[config.mk]
export PLATFORM = sky130hd
export DESIGN_NAME = instr_align_expand
export DESIGN_NICKNAME = d
export VERILOG_FILES = /design/src/rtl/instr_align_expand.sv
export SDC_FILE = /design/constraint.sdc
export NUM_CORES = 1
export LEC_CHECK = 0
export CAP_MARGIN = 20
export CORE_UTILIZATION = 30
export CTS_CLUSTER_DIAMETER = 100
export CTS_CLUSTER_SIZE = 14
export DETAILED_ROUTE_END_ITERATION = 16
export RECOVER_POWER = 25
export SLEW_MARGIN = 20
export SYNTH_ARGS = -nofsm -noshare
export SYNTH_HDL_FRONTEND = slang
export SYNTH_SLANG_ARGS = --single-unit
[constraint.sdc]
create_clock -name clk -period 6.2 [get_ports clk]
set_clock_uncertainty 0.2 [all_clocks]
set_input_delay 0.62 -clock clk [delete_from_list [all_inputs] [get_ports clk]]
set_output_delay 0.62 -clock clk [all_outputs]
set_load 0.03 [all_outputs]
[src/rtl/instr_align_expand.sv]
// instr_align_expand
//   Sits between instruction fetch and the decoder. It takes 4-byte-aligned
//   32-bit fetch words and turns them into a stream of whole instructions.
//   A 32-bit instruction may straddle two fetch words. RV32C halfwords are
//   expanded to their 32-bit equivalents, so the decoder only ever sees
//   32-bit raw instructions.
//
// Ports
//   clk, reset   : clock, asynchronous active-high reset
//   flush        : redirect; drops buffered halfwords and reloads the PC
//   flush_pc     : new PC on flush (bit1 set means start at the high halfword)
//   in_valid     : fetch word handshake (valid)
//   in_ready     : fetch word handshake (ready), depends on state only
//   in_data      : fetch word, little-endian halfwords
//   out_valid    : instruction handshake (valid)
//   out_ready    : instruction handshake (ready)
//   out_instr    : expanded 32-bit instruction (zero when not valid)
//   out_pc       : PC of the presented instruction
//   out_is_c     : the instruction came from a 16-bit encoding
//   out_illegal  : illegal or reserved compressed encoding; out_instr holds
//                  the raw halfword zero-extended
module instr_align_expand #(
  parameter int XLEN     = 32,
  parameter int EXPAND_C = 1
) (
  input  logic            clk,
  input  logic            reset,
  input  logic            flush,
  input  logic [XLEN-1:0] flush_pc,
  input  logic            in_valid,
  output logic            in_ready,
  input  logic [31:0]     in_data,
  output logic            out_valid,
  input  logic            out_ready,
  output logic [31:0]     out_instr,
  output logic [XLEN-1:0] out_pc,
  output logic            out_is_c,
  output logic            out_illegal
);

  // Expand one RV32C halfword. Result is {illegal, instruction}.
  function automatic logic [32:0] f_expand(input logic [15:0] c);
    logic [31:0] ins;
    logic        ill;
    logic [4:0]  rd;
    logic [4:0]  rs2;
    logic [4:0]  rp_lo;   // rd'/rs2' from c[4:2]
    logic [4:0]  rp_hi;   // rd'/rs1' from c[9:7]
    logic [11:0] imm_i;
    logic [20:0] jimm;
    logic [12:0] bimm;
    ins   = 32'h0000_0000;
    ill   = 1'b0;
    rd    = c[11:7];
    rs2   = c[6:2];
    rp_lo = {2'b01, c[4:2]};
    rp_hi = {2'b01, c[9:7]};
    imm_i = {{6{c[12]}}, c[12], c[6:2]};
    jimm  = {{10{c[12]}}, c[8], c[10:9], c[6], c[7], c[2], c[11], c[5:3], 1'b0};
    bimm  = {{5{c[12]}}, c[6:5], c[2], c[11:10], c[4:3], 1'b0};
    case (c[1:0])
      2'b00: begin
        case (c[15:13])
          3'b000: begin  // C.ADDI4SPN
            ins = {2'b00, c[10:7], c[12:11], c[5], c[6], 2'b00, 5'd2, 3'b000, rp_lo, 7'b0010011};
            ill = (c[12:5] == 8'h00);
          end
          3'b010: ins = {5'b00000, c[5], c[12:10], c[6], 2'b00, rp_hi, 3'b010, rp_lo, 7'b0000011};  // C.LW
          3'b110: ins = {5'b00000, c[5], c[12], rp_lo, rp_hi, 3'b010, c[11:10], c[6], 2'b00, 7'b0100011};  // C.SW
          default: ill = 1'b1;  // FP loads/stores and reserved
        endcase
      end
      2'b01: begin
        case (c[15:13])
          3'b000: ins = {imm_i, rd, 3'b000, rd, 7'b0010011};  // C.NOP / C.ADDI
          3'b001: ins = {jimm[20], jimm[10:1], jimm[11], jimm[19:12], 5'd1, 7'b1101111};  // C.JAL
          3'b010: ins = {imm_i, 5'd0, 3'b000, rd, 7'b0010011};  // C.LI
          3'b011: begin
            if (rd == 5'd2) begin  // C.ADDI16SP
              ins = {{3{c[12]}}, c[4:3], c[5], c[2], c[6], 4'b0000, 5'd2, 3'b000, 5'd2, 7'b0010011};
            end else begin  // C.LUI
              ins = {{15{c[12]}}, c[6:2], rd, 7'b0110111};
            end
            ill = ({c[12], c[6:2]} == 6'd0);
          end
          3'b100: begin
            case (c[11:10])
              2'b00: begin  // C.SRLI; shamt[5] only exists on RV64
                ins = {7'b0000000, c[6:2], rp_hi, 3'b101, rp_hi, 7'b0010011};
                ill = c[12];
              end
              2'b01: begin  // C.SRAI
                ins = {7'b0100000, c[6:2], rp_hi, 3'b101, rp_hi, 7'b0010011};
                ill = c[12];
              end
              2'b10: ins = {imm_i, rp_hi, 3'b111, rp_hi, 7'b0010011};  // C.ANDI
              default: begin
                if (c[12]) begin
                  ill = 1'b1;  // C.SUBW/C.ADDW and reserved
                end else begin
                  case (c[6:5])
                    2'b00:   ins = {7'b0100000, rp_lo, rp_hi, 3'b000, rp_hi, 7'b0110011};
                    2'b01:   ins = {7'b0000000, rp_lo, rp_hi, 3'b100, rp_hi, 7'b0110011};
                    2'b10:   ins = {7'b0000000, rp_lo, rp_hi, 3'b110, rp_hi, 7'b0110011};
                    default: ins = {7'b0000000, rp_lo, rp_hi, 3'b111, rp_hi, 7'b0110011};
                  endcase
                end
              end
            endcase
          end
          3'b101: ins = {jimm[20], jimm[10:1], jimm[11], jimm[19:12], 5'd0, 7'b1101111};  // C.J
          3'b110: ins = {bimm[12], bimm[10:5], 5'd0, rp_hi, 3'b000, bimm[4:1], bimm[11], 7'b1100011};
          3'b111: ins = {bimm[12], bimm[10:5], 5'd0, rp_hi, 3'b001, bimm[4:1], bimm[11], 7'b1100011};
          default: ill = 1'b1;
        endcase
      end
      2'b10: begin
        case (c[15:13])
          3'b000: begin  // C.SLLI
            ins = {7'b0000000, c[6:2], rd, 3'b001, rd, 7'b0010011};
            ill = c[12];
          end
          3'b010: begin  // C.LWSP
            ins = {4'b0000, c[3:2], c[12], c[6:4], 2'b00, 5'd2, 3'b010, rd, 7'b0000011};
            ill = (rd == 5'd0);
          end
          3'b100: begin
            if (!c[12]) begin
              if (rs2 == 5'd0) begin  // C.JR
                ins = {12'h000, rd, 3'b000, 5'd0, 7'b1100111};
                ill = (rd == 5'd0);
              end else begin  // C.MV
                ins = {7'b0000000, rs2, 5'd0, 3'b000, rd, 7'b0110011};
              end
            end else begin
              if (rs2 != 5'd0) begin  // C.ADD
                ins = {7'b0000000, rs2, rd, 3'b000, rd, 7'b0110011};
              end else if (rd == 5'd0) begin  // C.EBREAK
                ins = 32'h0010_0073;
              end else begin  // C.JALR
                ins = {12'h000, rd, 3'b000, 5'd1, 7'b1100111};
              end
            end
          end
          3'b110: ins = {4'b0000, c[8:7], c[12], rs2, 5'd2, 3'b010, c[11:9], 2'b00, 7'b0100011};  // C.SWSP
          default: ill = 1'b1;  // FP stack loads/stores
        endcase
      end
      default: ill = 1'b1;  // 2'b11 is never routed here
    endcase
    return {ill, ins};
  endfunction

  logic [15:0]     r_hb [3];
  logic [1:0]      r_cnt;
  logic [XLEN-1:0] r_pc;
  logic            r_skip;

  logic [15:0]     w_hb_nxt [3];
  logic [1:0]      w_cnt_nxt;
  logic [1:0]      w_cnt_rem;
  logic [1:0]      w_cons;
  logic [1:0]      w_app;
  logic            w_acc;
  logic            w_is32;
  logic            w_valid;
  logic [32:0]     w_exp;
  logic            w_ill_c;
  logic [31:0]     w_instr_c;

  assign in_ready = (r_cnt <= 2'd1);
  assign w_acc    = in_valid & in_ready;
  assign w_is32   = (r_hb[0][1:0] == 2'b11);
  assign w_valid  = w_is32 ? (r_cnt >= 2'd2) : (r_cnt >= 2'd1);
  assign w_exp    = f_expand(r_hb[0]);

  // Compressed path: select expansion or raw halfword on illegal encodings
  always_comb begin
    if (EXPAND_C != 0) begin
      w_ill_c = w_exp[32];
    end else begin
      w_ill_c = 1'b1;
    end
    if (w_ill_c) begin
      w_instr_c = {16'h0000, r_hb[0]};
    end else begin
      w_instr_c = w_exp[31:0];
    end
  end

  // Output decode; everything except the PC reads as zero when nothing is valid
  always_comb begin
    out_valid   = w_valid;
    out_pc      = r_pc;
    out_instr   = 32'h0000_0000;
    out_is_c    = 1'b0;
    out_illegal = 1'b0;
    if (!w_valid) begin
      out_instr = 32'h0000_0000;
    end else if (w_is32) begin
      out_instr = {r_hb[1], r_hb[0]};
    end else begin
      out_instr   = w_instr_c;
      out_is_c    = 1'b1;
      out_illegal = w_ill_c;
    end
  end

  // Next buffer: shift out consumed halfwords, then append accepted ones
  always_comb begin
    if (w_valid && out_ready) begin
      w_cons = w_is32 ? 2'd2 : 2'd1;
    end else begin
      w_cons = 2'd0;
    end
    if (w_acc) begin
      w_app = r_skip ? 2'd1 : 2'd2;
    end else begin
      w_app = 2'd0;
    end
    w_cnt_rem = r_cnt - w_cons;
    w_cnt_nxt = w_cnt_rem + w_app;
    case (w_cons)
      2'd1: begin
        w_hb_nxt[0] = r_hb[1];
        w_hb_nxt[1] = r_hb[2];
        w_hb_nxt[2] = 16'h0000;
      end
      2'd2: begin
        w_hb_nxt[0] = r_hb[2];
        w_hb_nxt[1] = 16'h0000;
        w_hb_nxt[2] = 16'h0000;
      end
      default: begin
        w_hb_nxt[0] = r_hb[0];
        w_hb_nxt[1] = r_hb[1];
        w_hb_nxt[2] = r_hb[2];
      end
    endcase
    // Accept only happens with cnt <= 1, so at most one halfword remains
    if (w_acc) begin
      case (w_cnt_rem)
        2'd0: begin
          if (r_skip) begin
            w_hb_nxt[0] = in_data[31:16];
          end else begin
            w_hb_nxt[0] = in_data[15:0];
            w_hb_nxt[1] = in_data[31:16];
          end
        end
        2'd1: begin
          if (r_skip) begin
            w_hb_nxt[1] = in_data[31:16];
          end else begin
            w_hb_nxt[1] = in_data[15:0];
            w_hb_nxt[2] = in_data[31:16];
          end
        end
        default: begin
          w_hb_nxt[2] = w_hb_nxt[2];
        end
      endcase
    end else begin
      w_hb_nxt[2] = w_hb_nxt[2];
    end
  end

  // State registers; flush overrides both accept and consume
  always_ff @(posedge clk or posedge reset) begin
    if (reset) begin
      r_hb[0] <= 16'h0000;
      r_hb[1] <= 16'h0000;
      r_hb[2] <= 16'h0000;
      r_cnt   <= 2'd0;
      r_pc    <= '0;
      r_skip  <= 1'b0;
    end else if (flush) begin
      r_cnt   <= 2'd0;
      r_pc    <= flush_pc;
      r_skip  <= flush_pc[1];
    end else begin
      r_hb[0] <= w_hb_nxt[0];
      r_hb[1] <= w_hb_nxt[1];
      r_hb[2] <= w_hb_nxt[2];
      r_cnt   <= w_cnt_nxt;
      // w_cons << 1 gives the PC step of 2 or 4 bytes; wraps naturally
      r_pc    <= r_pc + {{(XLEN-3){1'b0}}, w_cons, 1'b0};
      if (w_acc) begin
        r_skip <= 1'b0;
      end else begin
        r_skip <= r_skip;
      end
    end
  end

endmodule

==> summary.txt, run 1 <==
status - completed
largest family of logic cells by synthesized area - compound AO/OA/AOI/OAI gates
core area - 21090 um^2
ys flop type - dfrtp_1
die height - 149.0 um
Critical Path End Type - output port
grt ovf - 0
Hold Crit Class - register to register
vias in the first global route - 6711
post-route clock period utilization - 77.55%
CP arrival - 3.99 ns
fraction of power consumed by sequential logic - 25.0%
first-pass GRT wire length - 38680 um
Iter 0 DRT Violations - 915
# H-tree levels - 3
clock network fraction of design power - 14.0%
minimum clock period - 4.808 ns
Post-synth EDFFs - 0
clock latency on the worst-skew pair - 0.35 ns
Via density - 5.871
Worst Path Required - 5.38 ns
Longest Clk Path Bufs - 2
PD cells - 515.4 nW/um^2
area of the multi-input gates - 4044 um^2
VDD IR-drop max - 225.5 uV
Die Wd - 149.0 um
FF+latch count, synth - 83
P_sw - 2.244 mW
Int Pwr - 2.059 mW
post_cts resized - 0
placed inst area - 8021 um^2
register area - 2077 um^2
Synth area leaders - dfrtp_1 (32%), o21ai_0 (7.5%), nand2_1 (6.9%)
post-synthesis xor/xnor area fraction - 4.324%
HPWL after DPL - 17360 um
DIE AREA - 22200 um^2
drt wl/cell - 20.23 um
Mapped Area - 6481 um^2
hold_buf cts - 0
most frequent cell after synthesis - nand2_1
pre-CTS WS - 1.668 ns
mux contribution to synthesized area - 3.514%
antenna diode count - 0
worst setup margin - 1.392 ns
DRC Markers - 0
initial core utilization - 30.73%
Clock Sink Count - 83
Pre-antenna DRT Iters - 6
CTS buffer count - 9
Min Hold Slack - 0.3133 ns
simple-gate portion of the synthesized area - 22.07%
Top Ports - 137
layout cells sized above 1 - 6.164%
Least-Margin Pin Slew - 1.068 ns
Fin. Hold Viols - 0
post-synthesis compound-gate area fraction - 31.41%
# Post-CTS Setup Buffers - 0
post-route design area - 8349 um^2
cell taking the most area after synthesis - dfrtp_1
R2R cell count - 11
CTS tree - built
Synth top area share - 32.05%
most instantiated cells after synthesis - nand2_1 (120), o21ai_0 (97), dfrtp_1 (83)
RSZ-0062 raised after global routing - false
Synth Instances - 841
initial antenna violation count - 0
Core Rows - 53
sequential share of the synthesized area - 32.05%
final antenna-violating net count - 0
fin nets - 1010
dpl cells - 1200
area grow syn2layout - 28.82%
Max Cap Violations - 0
share of flip-flops with an asynchronous set or reset - 100.0%
Rel. slew slack - 28.82%
combinational fraction of design power - 61.0%
Final Non-Filler Cells - 1216
Fill cells - 2219
total chip power - 4.303 mW
syn nets - 915
setup TNS - 0 ns
Worst Hold Depth - 1
Pins Over Slew Limit - 0
maximum clock rate - 0.2080 GHz
pin count of the biggest net entering global routing - 93
drt total wl - 24590 um
Worst Setup Path Type - register to output port
Tot GR Track Use - 22.27%
Util after Layout - 39.59%
GPL Wtd Cong - 1.037
syn avg cell area - 7.707 um^2
Sw Share - 52.14%
setup violators final - 0
area share of fa/ha/maj cells after synthesis - 1.081%
startpoint types - register
Yosys Warn Count - 0
clock root buffer - clkbuf_16
Vias - 7139
Port Buffers - 136
Leak - 3.193 nW
Clock transition at path regs - 0.07 ns
post-synthesis cell type count - 71
crit-path max FO - 31
final timing paths:
path | start | end | slack, ns
worst max-delay path | r_hb[45] | out_instr[14] | 1.39
worst min-delay path | out_pc[0] | out_pc[0] | 0.31
worst max register to register | r_hb[33] | r_hb[38] | 1.51
worst min register to register | out_pc[0] | out_pc[0] | 0.31
max in group asynchronous | reset | out_pc[25] | 4.47
min in group asynchronous | reset | r_hb[23] | 0.76
area by class of cell:
| type | instances | area share, % |
|---|---|---|
| multi-input cells | 670 | 48.43 |
| flip-flops and latches | 83 | 24.88 |
| repair buffers | 153 | 17.82 |
| well taps | 275 | 4.121 |
| clock buffers | 9 | 2.697 |
| clock inverters | 7 | 1.184 |
| inverters | 19 | 0.8692 |
kinds of logic (layout without fill, tap and decap cells):
kind of cell    after synthesis  after routing
compound gates              310            310
flops                        83             83
simple gates                301            301
xor+xnor                     32             32
buf+inv                      88            188
mux                          22             22
fa+ha+maj                     5              5
metal layers:
layer,share of wire [%],vias up,GRT usage [%],wire length (um)
li1,-,3277,-,-
met1,44,3359,32.21,10920
met2,42,440,31.93,10380
met3,11,63,5.199,2609
met4,2.8,0,7.959,688
met5,0,-,0,0
power groups by stage:
stage               Sequential (mW)  Clock [mW]  Combinational (mW)
global placement               1.07           0                2.59
detailed placement             1.06           0                2.57
finish                         1.08       0.602                2.62
global route                   1.09       0.629                2.81
CTS                            1.05       0.614                2.58
floorplan                     0.909           0                1.81
critical path, cell delays in order (launching register included):
cell and delay (ns):
dfrtp_1 0.77, inv_1 0.40, a21oi_1 0.12, a211oi_1 0.64, o311ai_4 0.40, or3_1 0.46, a21oi_1 0.16, clkdlybuf4s50_1 0.69
cell usage in the layout (no fill, tap or decap), drive strengths merged, types with 10 or more instances in the layout:
master         instances
a22oi                 17
nand4                 10
a21oi                 57
buf                   18
a22o                  21
a211oi                10
o31ai                 12
nand2                120
mux2i                 16
o21ai                100
clkdlybuf4s50        134
xor2                  20
o22a                  18
nor2                  59
nand2b                20
o22ai                 19
xnor2                 12
nand3                 25
a32oi                 15
nor3                  19
inv                   19
dfrtp                 83
flip-flops by register name (all words and copies together) (netlist names):
register,flops
r_cnt,2
r_skip,1
out_pc,32
r_hb,48
Power figures use the tool's default switching activity.
==> inputs of run 2 (changes only) <==
==> constraint.sdc (replaced) <==
create_clock -name clk -period 4.7 [get_ports clk]
set_clock_uncertainty 0.2 [all_clocks]
set_input_delay 0.47 -clock clk [delete_from_list [all_inputs] [get_ports clk]]
set_output_delay 0.47 -clock clk [all_outputs]
set_load 0.03 [all_outputs]
==> summary.txt, run 2 (synthesized netlist as in run 1, its figures left out) <==
setup violators final - 0 (unchanged)
pin count of the biggest net entering global routing - 100 (+7.5%)
post-route clock period utilization - 94.09%
met3 WL post-DR - 2304 um (-12%)
status - complete, but fails checks
Routed met1 length - 11260 um (+3.1%)
Clock transition at path regs - 0.06 ns (about the same)
Buf/Inv on CP - 1 (-1)
Hold Startpoint - flush
Iter 0 DRT Violations - 909 (-0.66%)
Port Buffers - 136 (unchanged)
DIE AREA - 22200 um^2 (unchanged)
Fin. Hold Viols - 0 (unchanged)
post_cts resized - 0 (unchanged)
Via density - 5.847 (-0.40%)
dpl cells - 1228 (+2.3%)
drt wl/cell - 20.41 um (+0.93%)
launch point of the worst reg-to-reg path - r_hb[32]
HPWL after DPL - 18680 um (+7.6%)
setup TNS - 0 ns (unchanged)
most frequent cells in the layout - clkdlybuf4s50_1 (134), nand2_1 (120), o21ai_0 (97)
total chip power - 5.767 mW (+34%)
# H-tree levels - 3 (unchanged)
minimum clock period - 4.422 ns
initial core utilization - 30.73% (unchanged)
Least-Margin Pin Slew - 1.647 ns (+0.5793 ns)
Pins Over Slew Limit - 38 (+38)
failing checks - capacitance limit, slew limit
Top Ports - 137 (unchanged)
CP top delay family - compound AO/OA/AOI/OAI gates
Worst Hold End - r_cnt[1]
startpoint types - register
Core Rows - 53 (unchanged)
Vias - 7268 (+1.8%)
final antenna-violating net count - 0 (unchanged)
max FFs per register - 48 (unchanged)
crit-path max FO - 16 (-48%)
first-pass GRT wire length - 40120 um (+3.7%)
Max Used Layer - met4
maximum clock rate - 0.2261 GHz
commonest non-fill, non-tap cell in the layout - clkdlybuf4s50_1
CTS tree - built
grt ovf - 0 (unchanged)
Worst Setup Path Type - register to output port
RSZ-0062 raised after global routing - false
fin nets - 1038 (+2.8%)
initial antenna violation count - 0 (unchanged)
Fill cells - 2209 (-0.45%)
CP max stage delay - 0.72 ns (-0.05 ns)
WL met2 - 11050 um (+6.5%)
core area - 21090 um^2 (unchanged)
antenna diode count - 0 (unchanged)
layout cells sized above 1 - 8.574% (+2.4 points)
vias in the first global route - 6989 (+4.1%)
Final Non-Filler Cells - 1243 (+2.2%)
Util after Layout - 40.41% (+0.82 points)
Leak - 3.308 nW (+3.6%)
R2R cell count - 14 (+3)
critical path cell sequence - or4_4 -> nor2_1 -> a41oi_1 -> o311ai_4 -> o311ai_0 -> o31ai_1 -> clkdlybuf4s50_1
Tot GR Track Use - 23.33% (+1.1 points)
reg-to-reg slack, setup - 0.65 ns (-0.86 ns)
CTS buffer count - 9 (unchanged)
drt total wl - 25380 um (+3.2%)
PD cells - 676.7 nW/um^2 (+31%)
VDD IR-drop max - 238.0 uV (+5.5%)
Max Cap Violations - 1 (+1)
Worst Hold Depth - 2 (+1)
clock root buffer - clkbuf_16
Reg-to-Reg End - out_pc[28]
area of the multi-input gates - 4044 um^2 (unchanged)
Min Hold Slack - 0.2726 ns (-0.04071 ns)
# Post-CTS Setup Buffers - 0 (unchanged)
area grow syn2layout - 31.49%
Hold Crit Class - input port to register
Worst Path Required - 4.03 ns (-1.35 ns)
DRC Markers - 0 (unchanged)
Die Wd - 149.0 um (unchanged)
Most flops, register - r_hb
hold_buf cts - 0 (unchanged)
Worst path slowest cell - clkdlybuf4s50_1
Critical Path End Type - output port
register area - 2077 um^2 (unchanged)
Rel. slew slack - -10.41% (-39 points)
Longest Clk Path Bufs - 2 (unchanged)
Pre-antenna DRT Iters - 5 (-1)
GPL Wtd Cong - 0.9970 (-3.9%)
die height - 149.0 um (unchanged)
Clock Sink Count - 83 (unchanged)
clock latency on the worst-skew pair - 0.34 ns (about the same)
CP arrival - 3.75 ns (-0.24 ns)
run 2: changes by cell type in the layout (fill, tap and decap cells not counted):
cell,delta
clkbuf_8,+1
inv_6,-2
buf_4,+28
clkbuf_1,+2
buf_6,-1
bufinv_16,-1
run 2: worst register-to-register path, delay by kind of cell (launching register included):
kind                     cells  cell delay (ns)
AO/OA/AOI/OAI                3             0.38
adder cells (fa/ha/maj)      1             0.29
AND/OR/NAND/NOR              6             1.33
buffers and inverters        3             0.82
XOR/XNOR                     1             0.14
flip-flops                   1             0.73
run 2: power breakdown:
part	internal, mW	switching [mW]	total [mW]	leakage, nW
combinational	1.43	2.29	3.72	2.15
sequential	0.949	0.385	1.33	1.02
clock	0.423	0.289	0.712	0.142
total	2.80	2.96	5.77	3.31
run 2: final cells by class:
type | instances | share of cell area (%)
multi-input cells | 670 | 47.45
clock buffers | 11 | 2.848
repair buffers | 181 | 19.84
well taps | 275 | 4.038
flip-flops and latches | 83 | 24.37
clock inverters | 4 | 0.6020
inverters | 19 | 0.8516
run 2: routing by layer:
metal	GRT usage, %	vias to the layer above
met2	34.47	389
met3	5.321	50
met4	9.235	0
li1	-	3335
met1	32.67	3494
met5	0	-
run 2: worst max-delay path by stage:
stage                         from  depth (start not counted)            end  slack, ns
after floorplan           r_hb[33]                         12     out_pc[28]       1.13
after global placement    r_hb[34]                          7   out_instr[9]       0.61
final                     r_hb[34]                          7   out_instr[9]       0.28
after CTS                 r_hb[32]                          7  out_instr[21]       0.31
after global routing      r_hb[46]                          7  out_instr[21]       0.07
after detailed placement  r_hb[32]                         14     out_pc[28]       0.65
run 2: through the flow:
step           setup WS (ns)  instance area, um^2
3_3_place_gp          0.6137                 8224
2_1_floorplan          1.134                 6481
3_5_place_dp          0.6548                 8244
6_report              0.2777                 8522
5_1_grt              0.07058                 8522
4_1_cts               0.3075                 8538
==> inputs of run 3 (changes only) <==
==> constraint.sdc (replaced) <==
create_clock -name clk -period 5.6 [get_ports clk]
set_clock_uncertainty 0.2 [all_clocks]
set_input_delay 0.56 -clock clk [delete_from_list [all_inputs] [get_ports clk]]
set_output_delay 0.56 -clock clk [all_outputs]
set_load 0.03 [all_outputs]
==> summary.txt, run 3 (synthesized netlist as in run 1, its figures left out) <==
status - complete, but fails checks
failing checks - capacitance limit, slew limit
Port Buffers - 136 (unchanged)
Vias - 7142 (-1.7%)
post_cts resized - 0 (unchanged)
Hold Crit Class - register to register
vias in the first global route - 6862 (-1.8%)
grt ovf - 0 (unchanged)
Util after Layout - 39.67% (-0.74 points)
Leak - 3.206 nW (-3.1%)
Pre-antenna DRT Iters - 6 (+1)
first-pass GRT wire length - 38590 um (-3.8%)
Iter 0 DRT Violations - 861 (-5.3%)
Most flops, register - r_hb
hold_buf cts - 0 (unchanged)
Longest Clk Path Bufs - 2 (unchanged)
final antenna-violating net count - 0 (unchanged)
# Post-CTS Setup Buffers - 0 (unchanged)
area grow syn2layout - 29.07%
Clock Sink Count - 83 (unchanged)
drt total wl - 24330 um (-4.1%)
Clock transition at path regs - 0.07 ns (about the same)
clock network fraction of design power - 13.1% (+0.8 points)
fraction of power consumed by sequential logic - 24.1% (+1.0 points)
Top Ports - 137 (unchanged)
Fin. Hold Viols - 0 (unchanged)
HPWL after DPL - 17630 um (-5.6%)
layout cells sized above 1 - 6.653% (-1.9 points)
Core Rows - 53 (unchanged)
Pins Over Slew Limit - 119 (+210%)
Die Wd - 149.0 um (unchanged)
DIE AREA - 22200 um^2 (unchanged)
combinational fraction of design power - 62.8% (-1.7 points)
commonest non-fill, non-tap cell in the layout - clkdlybuf4s50_1
maximum clock rate - 0.2123 GHz
fin nets - 1016 (-2.1%)
max FFs per register - 48 (unchanged)
most frequent cells in the layout - clkdlybuf4s50_1 (134), nand2_1 (120), o21ai_0 (97)
Buf/Inv on CP - 1 (unchanged)
initial antenna violation count - 0 (unchanged)
setup violators final - 0 (unchanged)
drt wl/cell - 19.91 um (-2.5%)
DRC Markers - 0 (unchanged)
Worst Setup Path Type - register to output port
minimum clock period - 4.711 ns
CTS tree - built
Sw Share - 52.26% (+0.88 points)
antenna diode count - 0 (unchanged)
Worst Path Required - 4.84 ns (+0.81 ns)
Tot GR Track Use - 22.24% (-1.1 points)
setup TNS - 0 ns (unchanged)
Via density - 5.845 (about the same)
CP arrival - 3.95 ns (+0.20 ns)
PD cells - 565.4 nW/um^2 (-16%)
# H-tree levels - 3 (unchanged)
CTS buffer count - 9 (unchanged)
die height - 149.0 um (unchanged)
Int Pwr - 2.258 mW (-19%)
Rel. slew slack - -107.6% (-97 points)
post-route clock period utilization - 84.13%
initial core utilization - 30.73% (unchanged)
RSZ-0062 raised after global routing - false
Critical Path End Type - output port
Least-Margin Pin Slew - 3.114 ns (+1.467 ns)
CP top delay family - compound AO/OA/AOI/OAI gates
Worst path slowest cell - dfrtp_1
critical path cell sequence - nand2b_1 -> a21oi_1 -> a211oi_1 -> o311a_1 -> nand3_1 -> a31oi_1 -> clkdlybuf4s50_1
Max Cap Violations - 2 (+1)
clock latency on the worst-skew pair - 0.35 ns (about the same)
clock root buffer - clkbuf_16
VDD IR-drop max - 192.9 uV (-19%)
core area - 21090 um^2 (unchanged)
pin count of the biggest net entering global routing - 84 (-16%)
startpoint types - register
CP max stage delay - 0.75 ns (+0.03 ns)
P_sw - 2.472 mW (-17%)
GPL Wtd Cong - 1.013 (+1.6%)
crit-path max FO - 19 (+3)
[run 3: cell types whose count changed in the layout (fill, tap and decap cells not counted)]
cell      delta
buf_4       -22
clkbuf_1     -1
clkbuf_8     -1
clkinv_4     +2
inv_6        +1
[run 3: final timing paths]
path | from | endpoint | slack (ns) | depth (start not counted)
min reg2reg | out_pc[0] | out_pc[0] | 0.31 | 1
min | out_pc[0] | out_pc[0] | 0.31 | 1
max in group asynchronous | reset | r_hb[45] | 3.09 | 3
max reg2reg | r_cnt[1] | r_hb[11] | 1.46 | 9
max | r_hb[46] | out_instr[21] | 0.89 | 7
min in group asynchronous | reset | r_cnt[0] | 0.82 | 2
[run 3: layout make-up]
class                      count  area (um^2)
timing repair buffer         159         1525
tap                          275        344.1
inverter                      19        72.57
multi-input combinational    670         4044
clock inverter                 7        77.57
fill                        2207        12720
sequential                    83         2077
clock buffer                   9        225.2
[run 3: power groups by stage]
stage | combinational, mW | clock, mW | sequential (mW)
2_1_floorplan | 2.00 | 0 | 1.01
3_3_place_gp | 2.95 | 0 | 1.13
3_5_place_dp | 2.91 | 0 | 1.13
4_1_cts | 2.93 | 0.633 | 1.12
5_1_grt | 3.19 | 0.656 | 1.16
6_report | 2.97 | 0.622 | 1.14
[run 3: metrics by stage]
stage / setup WS (ns) / cell area [um^2] / hold slack [ns] / std cells / total power [mW]
3_5_place_dp: 1.373 / 8066 / 0.3032 / 1206 / 4.043
4_1_cts: 0.9764 / 8369 / 0.3178 / 1222 / 4.680
6_report: 0.8887 / 8366 / 0.3114 / 1222 / 4.730
3_3_place_gp: 1.403 / 8066 / 0.2928 / 1206 / 4.074
2_1_floorplan: 2.034 / 6481 / 0.2706 / 841 / 3.007
5_1_grt: 0.7370 / 8366 / 0.3513 / 1222 / 5.008
[run 3: routing by layer]
| layer | routed length (um) | up-vias | track usage [%] |
|---|---|---|---|
| met5 | 0 | - | 0 |
| met4 | 672 | 0 | 8.929 |
| met3 | 2076 | 57 | 4.312 |
| met2 | 10560 | 379 | 32.60 |
| met1 | 11020 | 3412 | 31.78 |
| li1 | - | 3294 | - |
